### src/rtl/cam_event_queue_if.sv
// Event-in / word-out bundle between a bus snooper, the event queue and the nibble serializer.
// Latency: none, wires only.
// Backpressure: events are never stalled; words are gated by busy_i on the serializer side.
//
// Signals:
//   ev_valid_i/ev_type_i/ev_addr_i/ev_data_i : one-cycle event capture
//   busy_i, wr_o, data_o                      : serializer handshake and packed word
//   level_o, overflow_o, drop_count_o         : occupancy and drop statistics
//   stat_clr_i                                : clears the drop statistics
// Modports: slave = queue side, master = driver/observer side.
interface cam_event_queue_if #(
  parameter int DEPTH = 16
) ();
  localparam int AW = $clog2(DEPTH);

  logic          ev_valid_i;
  logic [1:0]    ev_type_i;
  logic [15:0]   ev_addr_i;
  logic [7:0]    ev_data_i;
  logic          busy_i;
  logic          stat_clr_i;
  logic          wr_o;
  logic [31:0]   data_o;
  logic [AW:0]   level_o;
  logic          overflow_o;
  logic [7:0]    drop_count_o;

  modport slave (
    input  ev_valid_i, ev_type_i, ev_addr_i, ev_data_i, busy_i, stat_clr_i,
    output wr_o, data_o, level_o, overflow_o, drop_count_o
  );

  modport master (
    output ev_valid_i, ev_type_i, ev_addr_i, ev_data_i, busy_i, stat_clr_i,
    input  wr_o, data_o, level_o, overflow_o, drop_count_o
  );
endinterface

### src/rtl/cam_event_queue.sv
// Buffers unstallable bus events and launches packed 32-bit words to the camera-port serializer.
// Latency: 2 clocks from ev_valid_i to wr_o when empty, idle and not busy; wr_o pulses spaced >= 3 clocks.
// Backpressure: none upstream (a push into a full FIFO is dropped and counted); words wait while busy_i is high.
//
// Ports:
//   clk_i, rst_n : clock, asynchronous active-low reset
//   bus (slave)  : event inputs, serializer handshake (busy_i/wr_o/data_o),
//                  level_o occupancy, overflow_o/drop_count_o statistics, stat_clr_i
// Word layout: {type[1:0], seq[5:0], addr[15:0], data[7:0]}.
// Optional feature macro: CAM_HEARTBEAT_EN -- after HB_CYCLES idle clocks a
// heartbeat word {2'b11, seq, 16'hFFFF, drop_count} is launched.
module cam_event_queue #(
  parameter int DEPTH     = 16,
  parameter int HB_CYCLES = 2**20
) (
  input  logic             clk_i,
  input  logic             rst_n,
  cam_event_queue_if.slave bus
);
  localparam int AW = $clog2(DEPTH);
  localparam logic [AW:0] FULL_LVL = (AW+1)'(DEPTH);

  typedef enum logic [1:0] {
    ST_IDLE = 2'd0,
    ST_SEND = 2'd1,
    ST_HOLD = 2'd2
  } state_t;

  state_t        r_state;
  state_t        w_state_nxt;
  logic [31:0]   r_mem [DEPTH];
  logic [AW-1:0] r_wptr;
  logic [AW-1:0] r_rptr;
  logic [AW:0]   r_level;
  logic [5:0]    r_seq;
  logic          r_wr;
  logic          w_wr_nxt;
  logic [31:0]   r_data;
  logic [31:0]   w_data_nxt;
  logic          r_ovf;
  logic [7:0]    r_drop;

  logic          w_full;
  logic          w_push;
  logic          w_drop;
  logic          w_pop;
  logic          w_hb;
  logic [31:0]   w_ev_word;
  logic [31:0]   w_hb_word;

  // Fullness is judged on the registered level, so a same-cycle pop never
  // makes room for a push.
  assign w_full    = (r_level == FULL_LVL);
  assign w_push    = bus.ev_valid_i && !w_full;
  assign w_drop    = bus.ev_valid_i && w_full;
  assign w_ev_word = {bus.ev_type_i, r_seq, bus.ev_addr_i, bus.ev_data_i};

`ifdef CAM_HEARTBEAT_EN
  localparam int HBW = $clog2(HB_CYCLES) + 1;
  localparam logic [HBW-1:0] HB_LAST = HBW'(HB_CYCLES - 1);

  logic [HBW-1:0] r_idle_cnt;
  logic           w_idle_empty;

  assign w_idle_empty = (r_state == ST_IDLE) && (r_level == '0);
  // A same-cycle event takes the slot; its push restarts the idle count.
  assign w_hb      = w_idle_empty && (r_idle_cnt == HB_LAST) &&
                     !bus.busy_i && !bus.ev_valid_i;
  assign w_hb_word = {2'b11, r_seq, 16'hFFFF, r_drop};

  // Saturates at HB_LAST while the serializer is busy so the heartbeat
  // fires as soon as busy_i drops.
  always_ff @(posedge clk_i or negedge rst_n) begin
    if (!rst_n) begin
      r_idle_cnt <= '0;
    end else if (w_push || r_wr) begin
      r_idle_cnt <= '0;
    end else if (w_idle_empty && (r_idle_cnt != HB_LAST)) begin
      r_idle_cnt <= r_idle_cnt + 1'b1;
    end
  end
`else
  logic w_unused_hb;
  assign w_unused_hb = (HB_CYCLES == 0);
  assign w_hb        = 1'b0;
  assign w_hb_word   = '0;
`endif

  // Launch FSM: IDLE pops and loads, SEND is the single wr_o cycle, HOLD
  // covers the serializer's one-cycle busy latency.
  always_comb begin
    w_state_nxt = r_state;
    w_wr_nxt    = 1'b0;
    w_data_nxt  = r_data;
    w_pop       = 1'b0;
    case (r_state)
      ST_IDLE: begin
        if ((r_level != '0) && !bus.busy_i) begin
          w_pop       = 1'b1;
          w_data_nxt  = r_mem[r_rptr];
          w_wr_nxt    = 1'b1;
          w_state_nxt = ST_SEND;
        end else if (w_hb) begin
          w_data_nxt  = w_hb_word;
          w_wr_nxt    = 1'b1;
          w_state_nxt = ST_SEND;
        end
      end
      ST_SEND: w_state_nxt = ST_HOLD;
      ST_HOLD: w_state_nxt = ST_IDLE;
      default: w_state_nxt = ST_IDLE;
    endcase
  end

  always_ff @(posedge clk_i or negedge rst_n) begin
    if (!rst_n) begin
      r_state <= ST_IDLE;
      r_wr    <= 1'b0;
      r_data  <= '0;
    end else begin
      r_state <= w_state_nxt;
      r_wr    <= w_wr_nxt;
      r_data  <= w_data_nxt;
    end
  end

  // Storage needs no reset: only entries below the level are ever read.
  always_ff @(posedge clk_i) begin
    if (w_push) begin
      r_mem[r_wptr] <= w_ev_word;
    end
  end

  always_ff @(posedge clk_i or negedge rst_n) begin
    if (!rst_n) begin
      r_wptr  <= '0;
      r_rptr  <= '0;
      r_level <= '0;
    end else begin
      if (w_push) r_wptr <= r_wptr + 1'b1;
      if (w_pop)  r_rptr <= r_rptr + 1'b1;
      case ({w_push, w_pop})
        2'b10:   r_level <= r_level + 1'b1;
        2'b01:   r_level <= r_level - 1'b1;
        default: r_level <= r_level;
      endcase
    end
  end

  // seq advances on every event, kept or dropped, so receivers see gaps.
  always_ff @(posedge clk_i or negedge rst_n) begin
    if (!rst_n) begin
      r_seq <= '0;
    end else if (bus.ev_valid_i || w_hb) begin
      r_seq <= r_seq + 1'b1;
    end
  end

  // Clear wins over a same-cycle drop.
  always_ff @(posedge clk_i or negedge rst_n) begin
    if (!rst_n) begin
      r_ovf  <= 1'b0;
      r_drop <= '0;
    end else if (bus.stat_clr_i) begin
      r_ovf  <= 1'b0;
      r_drop <= '0;
    end else if (w_drop) begin
      r_ovf <= 1'b1;
      if (r_drop != 8'hFF) r_drop <= r_drop + 1'b1;
    end
  end

  assign bus.wr_o         = r_wr;
  assign bus.data_o       = r_data;
  assign bus.level_o      = r_level;
  assign bus.overflow_o   = r_ovf;
  assign bus.drop_count_o = r_drop;
endmodule
### src/flat_wrapper.sv
// flat-port wrapper written by rule: the top's interface ports become plain ports
module cam_event_queue_flat 
#(
  parameter int DEPTH     = 16,
  parameter int HB_CYCLES = 2**20
)
  (clk_i, rst_n, bus_ev_valid_i, bus_ev_type_i, bus_ev_addr_i, bus_ev_data_i, bus_busy_i, bus_stat_clr_i, bus_wr_o, bus_data_o, bus_level_o, bus_overflow_o, bus_drop_count_o);
  cam_event_queue_if #(.DEPTH(DEPTH)) bus_i ();
  input  logic clk_i;
  input  logic rst_n;
  input wire logic [$bits(bus_i.ev_valid_i)-1:0] bus_ev_valid_i;
  input wire logic [$bits(bus_i.ev_type_i)-1:0] bus_ev_type_i;
  input wire logic [$bits(bus_i.ev_addr_i)-1:0] bus_ev_addr_i;
  input wire logic [$bits(bus_i.ev_data_i)-1:0] bus_ev_data_i;
  input wire logic [$bits(bus_i.busy_i)-1:0] bus_busy_i;
  input wire logic [$bits(bus_i.stat_clr_i)-1:0] bus_stat_clr_i;
  output wire logic [$bits(bus_i.wr_o)-1:0] bus_wr_o;
  output wire logic [$bits(bus_i.data_o)-1:0] bus_data_o;
  output wire logic [$bits(bus_i.level_o)-1:0] bus_level_o;
  output wire logic [$bits(bus_i.overflow_o)-1:0] bus_overflow_o;
  output wire logic [$bits(bus_i.drop_count_o)-1:0] bus_drop_count_o;
  assign bus_i.ev_valid_i = bus_ev_valid_i;
  assign bus_i.ev_type_i = bus_ev_type_i;
  assign bus_i.ev_addr_i = bus_ev_addr_i;
  assign bus_i.ev_data_i = bus_ev_data_i;
  assign bus_i.busy_i = bus_busy_i;
  assign bus_i.stat_clr_i = bus_stat_clr_i;
  assign bus_wr_o = bus_i.wr_o;
  assign bus_data_o = bus_i.data_o;
  assign bus_level_o = bus_i.level_o;
  assign bus_overflow_o = bus_i.overflow_o;
  assign bus_drop_count_o = bus_i.drop_count_o;
  cam_event_queue #(.DEPTH(DEPTH), .HB_CYCLES(HB_CYCLES)) u_core (.clk_i(clk_i), .rst_n(rst_n), .bus(bus_i));
endmodule
### config.mk
export PLATFORM = sky130hd
export DESIGN_NAME = cam_event_queue_flat
export DESIGN_NICKNAME = d
export VERILOG_FILES = /design/src/rtl/cam_event_queue_if.sv /design/src/rtl/cam_event_queue.sv /design/src/flat_wrapper.sv
export SDC_FILE = /design/constraint.sdc
export NUM_CORES = 1
export LEC_CHECK = 0
export BUFFER_PORTS_ARGS = -buffer_cell sky130_fd_sc_hd__buf_2
export CORE_MARGIN = 4
export CORE_UTILIZATION = 40
export DETAILED_ROUTE_END_ITERATION = 7
export GPL_TIMING_DRIVEN = 0
export PLACE_DENSITY = 0.53
export SLEW_MARGIN = 20
export SYNTH_ARGS = -nofsm -noshare
export SYNTH_HDL_FRONTEND = slang
export SYNTH_SLANG_ARGS = --single-unit
### constraint.sdc
create_clock -name clk_i -period 5.8 [get_ports clk_i]
set_clock_uncertainty 0.1 [all_clocks]
set_input_delay 1.16 -clock clk_i [delete_from_list [all_inputs] [get_ports clk_i]]
set_output_delay 1.16 -clock clk_i [all_outputs]
set_load 0.01 [all_outputs]
==> qor.yml <==
status: "completed"
critPathLaunchType: "input pin"
r2r.worst_path.cells: 13
cts.sink_count: 575
max_slew.worst_pin.slew_ns: 1.06
r2r-start: "u_core.bus.level_o[1]"
firstDrtPassIters: 5
synth_most_common_cell: "edfxtp_1"
grt_usage_pct: 17.7
grt_pass1_vias: 11400
hold_viol: 0
synth_common_cells: "edfxtp_1, mux4_2, o22ai_1, dfrtp_1, mux2_2"
grt_max_degree: 48
cts_made_buffers: 59
cp_num_buf_inv: 4
ctsResizeCount: 0
grt-ovfl-total: 0
synth_area_um2: 22100
hold-path-cell-count: 1
post_cts_buffers: 0
crit_fanout: 12
drt_wl_total_um: 51700
hpwlAfterDp_um: 33900
gp_congestion: 0.728
max_freq_mhz: 247
htree_levels: 2
final_nets: 1250
min_period_over_period_pct: 69.7
vias_per_cell: 5.47
fillCellCount: 4469
synth-edff-count: 512
antenna_found_initial: 2
ir_drop_uv: 348
ys_seq_area_share_pct: 76.7
yosysTopAreaCell: "edfxtp_1"
cp_top_family: "buffers and inverters"
p_sw_share_pct: 29.8
arrival_ns: 4.42
drive_gt1_share_pct: 35.1
core_area_um2: 54200
ys.warnings.count: 0
async_flop_share_pct: 11.0
leakage_nw: 8.56
hold_ws_ns: 0.336
dp.cells: 1843
critPathCaptureType: "flop"
synth_top_cell_area_share_pct: 69.6
setup-violations-final: 0
ctsHoldBuffers: 0
top_layer_used: "met5"
start_util_pct: 40.7
maxCapViolCount: 0
crit_type: "in2reg"
die_w_um: 243
area_delta_synth_final_pct: 18.2
p_per_area_nw_per_um2: 500
hold_start: "u_core.r_state[1]"
port_buffers: 76
instances_no_fill: 1954
routedWlPerCell_um: 26.5
cp.depth: 13
vias: 10700
grt_first_pass_wirelength_um: 77200
power_switching_mw: 3.89
cts.clk_slew.worst_paths_ns: 0.06
synth-seq-cells: 575
slew_viol_final: 0
drc: 0
p_comb_share_pct: 28.3
die_y_um: 243
insertion_delay_ns: 0.61
rows: 85
synthTopCellsByArea: "edfxtp_1, mux4_2, dfrtp_1"
die_area_um2: 59100
wl_met3_um: 2490
boundaryPins: 78
wl_met1_um: 22000
seqCellArea_um2: 17000
ys.flop_type: "edfxtp_1"
tns_ns: 0
route.antenna.remaining_nets: 0
cp-startpoint: "bus_busy_i"
relSlewSlack_pct: 29.2
synthCells: 1031
cts_root_buf: "clkbuf_16"
power_frac_seq_pct: 42.1
path_cells: "buf_2 -> nor3_1 -> o21a_1 -> buf_6 -> clkbuf_1 -> ha_1 -> clkbuf_1 -> xor2_1 -> ha_1 -> o211a_1 -> or4_1 -> nand3_1 -> nor3b_1"
worst_path_largest_cell_delay_ns: 0.69
avgSynthCellArea_um2: 21.4
worstHoldPathType: "reg2reg"
crit_required_ns: 6.18
clockPowerShare_pct: 29.6
period_needed_ns: 4.04
drt_iter0_drc: 675
multi_input_area_um2: 4900
cts.path.max_buffers: 3
design_area_um2: 26100
cp_slowest_cell: "clkbuf_1"
placed_cell_area_um2: 24100
syn_nets: 1073
met2_length_um: 26400
rsz0062_at_grt: "false"
yosysUniqueCellTypes: 45
intPower_mw: 9.17
cts_tree: "yes"
## power groups by stage
stage	logic (mW)	registers [mW]	clock network (mW)
2_1_floorplan	2.40	5.53	0
3_3_place_gp	3.57	5.61	0
3_5_place_dp	3.79	5.59	0
4_1_cts	3.80	5.50	3.96
5_1_grt	3.99	5.55	4.15
6_report	3.69	5.50	3.87
## worst register-to-register path: stages (launching register included)
cell,delay [ns]
dfrtp_1,0.37
buf_2,0.17
or4_4,0.54
o21a_1,0.23
buf_6,0.15
clkbuf_1,0.39
ha_1,0.39
clkbuf_1,0.19
xor2_1,0.20
ha_1,0.23
o211a_1,0.25
or4_1,0.40
nand3_1,0.09
nor3b_1,0.05
## final timing paths
check	slack, ns	to
worst min register to register	0.34	u_core.r_state[1]
min in group asynchronous	0.36	u_core.bus.data_o[6]
worst max register to register	1.92	u_core.bus.level_o[4]
max in group asynchronous	4.64	u_core.bus.data_o[19]
worst min-delay path	0.34	u_core.r_state[1]
worst max-delay path	1.76	u_core.bus.level_o[4]
## metal layers
metal  vias to the layer above  track usage [%]
li1                       4659                -
met2                       240             30.4
met1                      5724             23.7
met4                         4             3.70
met5                         -                0
met3                        64             3.47
## kinds of logic after synthesis
family | count (synthesis) | synth area share (%)
XOR/XNOR | 15 | 0.595
AO/OA/AOI/OAI | 127 | 3.81
buffers and inverters | 68 | 1.61
adder cells (fa/ha/maj) | 11 | 0.623
multiplexers | 164 | 14.9
AND/OR/NAND/NOR | 71 | 1.76
flip-flops | 575 | 76.7
## placed cells by master (no fill, tap or decap), types with 3 or more instances in the layout
cell type	n
ha_1	11
nand2_1	13
mux2_2	36
buf_16	16
o22ai_1	64
nor2_1	4
nor3_2	4
nand3_1	5
buf_12	4
inv_1	6
clkbuf_16	59
edfxtp_1	512
nor2b_1	4
clkbuf_1	36
a21oi_1	20
buf_6	10
or4_1	3
nor2_4	12
buf_2	89
nor3b_1	3
buf_4	24
xnor2_1	9
clkinv_2	15
buf_1	9
a21oi_2	20
bufinv_16	8
nand4_1	4
nand2b_1	6
mux4_2	128
o21ai_0	9
xor2_1	6
dfrtp_1	63
clkbuf_8	8
clkinv_1	7
## state kept, by name (all words and copies together), names as in the netlist
name	cells
u_core.bus.data_o	32
u_core.bus.drop_count_o	8
u_core.bus.level_o	5
u_core.bus.overflow_o	1
u_core.bus.wr_o	1
u_core.r_mem	512
u_core.r_rptr	4
u_core.r_seq	6
u_core.r_state	2
u_core.r_wptr	4
## per-stage QoR
step                      power, mW  util [%]  setup slack, ns
final                          13.1      48.2             1.76
after global routing           13.7      48.2             1.58
after CTS                      13.3      48.2             1.77
after detailed placement       9.38      44.5             1.11
after global placement         9.18      43.0            -2.92
after floorplan                7.94         -            0.947
## area by class of cell
type / instances / share of cell area (%)
Clock buffer: 77 / 6.22
Tap cell: 696 / 3.33
Clock inverter: 33 / 1.40
Sequential cell: 575 / 64.9
Timing Repair Buffer: 116 / 4.05
Multi-Input combinational cell: 388 / 18.7
Antenna cell: 1 / 0.00958
Buffer: 62 / 1.27
Inverter: 6 / 0.0862
(Power assumes the default switching activity.)
